<file path="config.mk">
export PLATFORM = sky130hd
export DESIGN_NAME = bypass_regfile
export DESIGN_NICKNAME = d
export VERILOG_FILES = /design/src/rtl/bypass_regfile_pkg.sv /design/src/rtl/bypass_regfile_match.sv /design/src/rtl/bypass_regfile.sv
export SDC_FILE = /design/constraint.sdc
export NUM_CORES = 2
export LEC_CHECK = 0
export CELL_PAD_IN_SITES_DETAIL_PLACEMENT = 0
export CELL_PAD_IN_SITES_GLOBAL_PLACEMENT = 1
export CORE_UTILIZATION = 48
export CTS_CLUSTER_DIAMETER = 150
export DETAILED_ROUTE_END_ITERATION = 12
export HOLD_SLACK_MARGIN = 0.02
export PLACE_DENSITY_LB_ADDON = 0.1
export SYNTH_ARGS = -nofsm -noshare
export SYNTH_HDL_FRONTEND = slang
export SYNTH_SLANG_ARGS = --single-unit
</file>
<file path="constraint.sdc">
create_clock -name clk -period 2.58 [get_ports clk]
set_input_delay 0.516 -clock clk [delete_from_list [all_inputs] [get_ports clk]]
set_output_delay 0.516 -clock clk [all_outputs]
set_load 0.02 [all_outputs]
</file>
<file path="src/rtl/bypass_regfile_pkg.sv">
// Shared constants and helpers for the bypassing register file.
// Imported by the tracker top and the per-port match select.
package bypass_regfile_pkg;

  localparam int unsigned REG_ZERO = 0;

  localparam int unsigned ENT_FLAGS_W = 2;

  function automatic int aw_of(input int n);
    return (n > 1) ? $clog2(n) : 1;
  endfunction

  function automatic int ent_w(
    input int aw,
    input int w
  );
    return aw + w + ENT_FLAGS_W;
  endfunction

endpackage

</file>
<file path="src/rtl/bypass_regfile_match.sv">
// Per-port priority select over tracker entries and regfile data.
// Youngest matching entry wins; an unready winner raises need_stall.
module bypass_match
  import bypass_regfile_pkg::*;
#(
  parameter int WIDTH  = 32,
  parameter int AW     = 5,
  parameter int STAGES = 2
) (
  input  logic                         en,
  input  logic [AW-1:0]                addr,
  input  logic [STAGES:0]              ev,
  input  logic [STAGES:0][AW-1:0]      ea,
  input  logic [STAGES:0][WIDTH-1:0]   ed,
  input  logic [STAGES:0]              er,
  input  logic [WIDTH-1:0]             rf,
  output logic [WIDTH-1:0]             data,
  output logic                         need_stall
);

  logic             active;
  logic [WIDTH-1:0] sel_d;
  logic             sel_r;

  assign active = en & (addr != AW'(REG_ZERO));

  // Scan oldest to youngest so the youngest match overrides.
  always_comb begin
    sel_d = rf;
    sel_r = 1'b1;
    for (int i = STAGES; i >= 0; i--) begin
      if (ev[i] && (ea[i] == addr)) begin
        sel_d = ed[i];
        sel_r = er[i];
      end
    end
  end

  always_comb begin
    data       = '0;
    need_stall = 1'b0;
    unique case (1'b1)
      !active: begin
        data       = '0;
        need_stall = 1'b0;
      end
      !sel_r: begin
        data       = '0;
        need_stall = 1'b1;
      end
      default: begin
        data       = sel_d;
        need_stall = 1'b0;
      end
    endcase
  end

endmodule

</file>
<file path="src/rtl/bypass_regfile.sv">
// Register file with an EX..WB write tracker and per-port forwarding.
// Loads enter unready and are filled from mem_fill_data leaving T1.
module bypass_regfile
  import bypass_regfile_pkg::*;
#(
  parameter int WIDTH  = 32,
  parameter int NREG   = 32,
  parameter int NREAD  = 2,
  parameter int STAGES = 2,
  localparam int AW    = aw_of(NREG)
) (
  input  logic                   clk,
  input  logic                   rst,
  input  logic                   hold,
  input  logic                   ex_we,
  input  logic [AW-1:0]          ex_waddr,
  input  logic [WIDTH-1:0]       ex_wdata,
  input  logic                   ex_late,
  input  logic                   ex_flush,
  input  logic [WIDTH-1:0]       mem_fill_data,
  input  logic [NREAD-1:0]       re,
  input  logic [NREAD*AW-1:0]    raddr,
  output logic [NREAD*WIDTH-1:0] rdata,
  output logic                   hazard
);

  logic                        t0_v;
  logic                        t0_r;

  logic [STAGES:1]             tv;
  logic [STAGES:1]             tr;
  logic [STAGES:1][AW-1:0]     ta;
  logic [STAGES:1][WIDTH-1:0]  td;

  logic [STAGES:1]             sr;
  logic [STAGES:1][WIDTH-1:0]  sd;
  logic                        fill;
  logic                        commit;

  logic [WIDTH-1:0]            regs [NREG];

  logic [STAGES:0]             me_v;
  logic [STAGES:0]             me_r;
  logic [STAGES:0][AW-1:0]     me_a;
  logic [STAGES:0][WIDTH-1:0]  me_d;

  logic [NREAD-1:0]            stall;

  assign t0_v = ex_we & ~ex_flush
              & (ex_waddr != AW'(REG_ZERO));
  assign t0_r = ~ex_late;

  assign fill   = tv[1] & ~tr[1];
  assign commit = tv[STAGES] & ~hold;

  // Shift view of the tracker with the T1 load already filled.
  always_comb begin
    sd = td;
    sr = tr;
    if (fill) begin
      sd[1] = mem_fill_data;
      sr[1] = 1'b1;
    end
  end

  always_ff @(posedge clk or negedge rst) begin
    if (!rst) begin
      tv <= '0;
      tr <= '0;
      ta <= '0;
      td <= '0;
    end else if (!hold) begin
      tv[1] <= t0_v;
      tr[1] <= t0_r;
      ta[1] <= ex_waddr;
      td[1] <= ex_wdata;
      for (int i = 2; i <= STAGES; i++) begin
        tv[i] <= tv[i-1];
        tr[i] <= sr[i-1];
        ta[i] <= ta[i-1];
        td[i] <= sd[i-1];
      end
    end
  end

  always_ff @(posedge clk or negedge rst) begin
    if (!rst) begin
      for (int i = 0; i < NREG; i++) begin
        regs[i] <= '0;
      end
    end else if (commit) begin
      regs[ta[STAGES]] <= sd[STAGES];
    end
  end

  assign me_v = {tv, t0_v};
  assign me_r = {tr, t0_r};
  assign me_a = {ta, ex_waddr};
  assign me_d = {td, ex_wdata};

  for (genvar k = 0; k < NREAD; k++) begin : g_rd
    logic [AW-1:0]    a;
    logic [WIDTH-1:0] d;
    logic             st;

    assign a = raddr[k*AW +: AW];

    bypass_match #(
      .WIDTH  (WIDTH),
      .AW     (AW),
      .STAGES (STAGES)
    ) u_match (
      .en         (re[k]),
      .addr       (a),
      .ev         (me_v),
      .ea         (me_a),
      .ed         (me_d),
      .er         (me_r),
      .rf         (regs[a]),
      .data       (d),
      .need_stall (st)
    );

    assign rdata[k*WIDTH +: WIDTH] = rst ? d : '0;
    assign stall[k] = st;
  end

  assign hazard = rst & (|stall);

endmodule

</file>
==> metrics.txt <==
status finished with violations; failing checks negative setup slack; number of synthesized register bits 1102; number of synthesized flops with an enable pin 0; Initial Util 48.6%; Cells after Synth 4581; post-synthesis mux area share 37.9%; Critical Path Max Stage Delay 0.48 ns; max_cap viols 0; Buffers & Inverters on Critical Path 3; Tightest Pin Transition 0.995 ns; RSZ-0062 raised after global routing yes; IO Pins 152; clock sink total 1102; Crit. End Element output port; Max-slew headroom 33.7%; pwr dens 680 nW/um2; Net Count, Synth 4668; core area 126000 um2; worst hold margin 0.124 ns; total track usage 32.7%; IO Port Bufs 151; number of remaining DRC errors 0; H-Tree Depth 4; Clock Latency Late Sink 0.75 ns; Primary FF master, synth dfrtp_1; initial antenna violation count 2; xor-xnor portion of the synthesized cell area 0.429%; Pre-antenna DRT Iters 5; asr flop ratio synth 100%; f_max 277 MHz; Placement Rows 130; dpl cells 6454; Period minus WS final 3.61 ns; DP HPWL 138000 um; Cell Area, Synth 61300 um2; CP arrival 3.09 ns; GR Layer Usage met1 45.4%; Filler Cell Count 10203; Hold Path Class primary input to async pin; Worst VDD drop 0.618 mV; final core utilization 59.7%; Synth Area in Adders 0%; Final Slew Violations 0; grt ovf 0; worst path required time 2.06 ns; CTS tree built; die area 129000 um2; post-synthesis sequential area ratio 45.0%; crit path launch type flip-flop; vias in the first global route 45111; final hold violations 0; GR peak layer met2; clock-pin slew on the worst setup and hold paths 0.06 ns; first-pass GRT wire length 312000 um; P&R area growth vs syn 22.8%; WL/cell 31.4 um; worst-path cell chain xnor2_2 > and3_4 > and2_4 > o211a_4 > o21ai_4 > buf_12 > buf_4 > a2111oi_4 > buf_4; final clock skew 0.0203 ns; Chip Height 359 um; slowest cell on the critical path a2111oi_4; grt met2 use 52.3%; post-synthesis simple-gate area fraction 2.98%; CTS Buffer Depth 3; gp weighted congestion 0.856; Cell variety after synth 46; vias per cell 6.52; delay-heaviest family, CP compound AO/OA/AOI/OAI gates; Crit path top cell by count buf_4; M3 GR Usage 4.25%; Final Non-Filler Cells 6735; yosys warns 0; DR iter-0 viols 3717; Setup CP Type flip-flop to output port; Syn Area/Cell 13.4 um2; largest family of logic cells by synthesized area multiplexers; final WL 212000 um; highest-count cells in the layout ignoring fill and taps dfrtp_1, mux2_2, mux2i_1, buf_4, mux4_2; Static Leak 34.6 nW; most common cell after layout, fill and taps aside dfrtp_1; hold bufs inserted after CTS 0; largest net degree at the start of global routing 147; # setup viols final 65; fin crit share 140%; total CTS buffers 130; worst setup margin -1.03 ns; crit path max fanout 5; layout cells sized above 1 48.2%; Routed Antenna Nets 0; Compound-Gate Fraction of Synth Area 9.25%; total number of vias 43899; Root Driver clkbuf_16; DIE WIDTH 359 um; nets 5070
-- path summary, 6_finish.rpt --
path / start / end / slack [ns] / cells after the start
setup / recovery: me_a[9] / rdata[62] / -1.03 / 9
hold reg to reg: tr[2] / tr[2] / 0.50 / 2
setup reg to reg: me_a[10] / regs[623] / 0.25 / 6
hold / removal: rst / regs[280] / 0.12 / 3
min in group clk: ex_waddr[0] / me_a[5] / 0.23 / 2
max in group asynchronous: rst / regs[864] / 0.78 / 4
-- per-stage QoR --
step	worst slack (ns)	setup TNS, ns	power [mW]	cell area, um2
6_report	-1.03	-58.48	51.1	75200
5_1_grt	-1.10	-64.57	53.1	75200
4_1_cts	-1.06	-60.06	51.3	74700
3_5_place_dp	-1.61	-105.46	31.7	69600
3_3_place_gp	-1.57	-103.98	31.4	69600
2_1_floorplan	-0.151	-8.34	27.8	62200
-- timing repair --
item	4_1_cts	5_1_grt
pin swaps	38	38
setup endpoints to repair	65	65
setup buffers	27	19
resized for setup	392	53
gates cloned	2	3
-- state kept, by name, indices dropped and copies added (netlist names) --
register / flops
tr: 2
me_a: 10
regs: 1024
me_d: 64
tv: 2
-- cells in the mapped netlist (7+ instances only) --
master     count  area, um2
mux4_2       256       5770
mux2i_1      544       5450
nand2b_1       7       43.8
xnor2_1       14        123
nor2_1        91        342
xor2_1        16        140
clkbuf_1     187        702
buf_4         65        488
nor3_1        66        330
buf_6         34        383
buf_1         36        135
buf_2        147        736
mux2_2      1051      11800
a22oi_1      254       1910
nor2b_1       12       75.1
o22ai_1      251       1570
a2111oi_2    126       1890
nand2_1      193        724
dfrtp_1     1102      27600
nand3_1        8       40.0
mux2_1        16        180
o21ai_0       36        180
buf_12         9        180
-- cells by family after synthesis --
| kind of cell | Yosys count |
|---|---|
| muxes | 1867 |
| and+or+nand+nor | 415 |
| buffers and inverters | 486 |
| DFF | 1102 |
| xor gates and xnor gates | 30 |
| AOI/OAI and AO/OA | 681 |
-- power by group --
part | internal (mW) | switching (mW) | leakage [nW]
Combinational | 5.33 | 4.84 | 17.3
Sequential | 19.7 | 1.89 | 15.0
Clock | 11.9 | 7.53 | 2.21
Total | 36.9 | 14.3 | 34.6
-- worst min-delay path, delay by kind of cell --
family,cells,cell delay (ns)
buf+inv,3,0.84
-- metal layers --
| layer | vias to the layer above | part of all wire (%) |
|---|---|---|
| li1 | 18414 | - |
| met1 | 23568 | 43 |
| met2 | 1498 | 47 |
| met3 | 419 | 5.4 |
| met4 | 0 | 4.2 |
| met5 | - | 0 |
-- layout make-up --
class                      count  area, um2  area share [%]
tap                         1650       2060            2.75
clock inverter                41        586           0.779
timing repair buffer         756       8290            11.0
antenna                        1       2.50         0.00333
sequential                  1102      27600            36.7
clock buffer                 192       3910            5.19
multi-input combinational   2993      32800            43.6
Note: power is estimated with default switching activity, not from simulation.
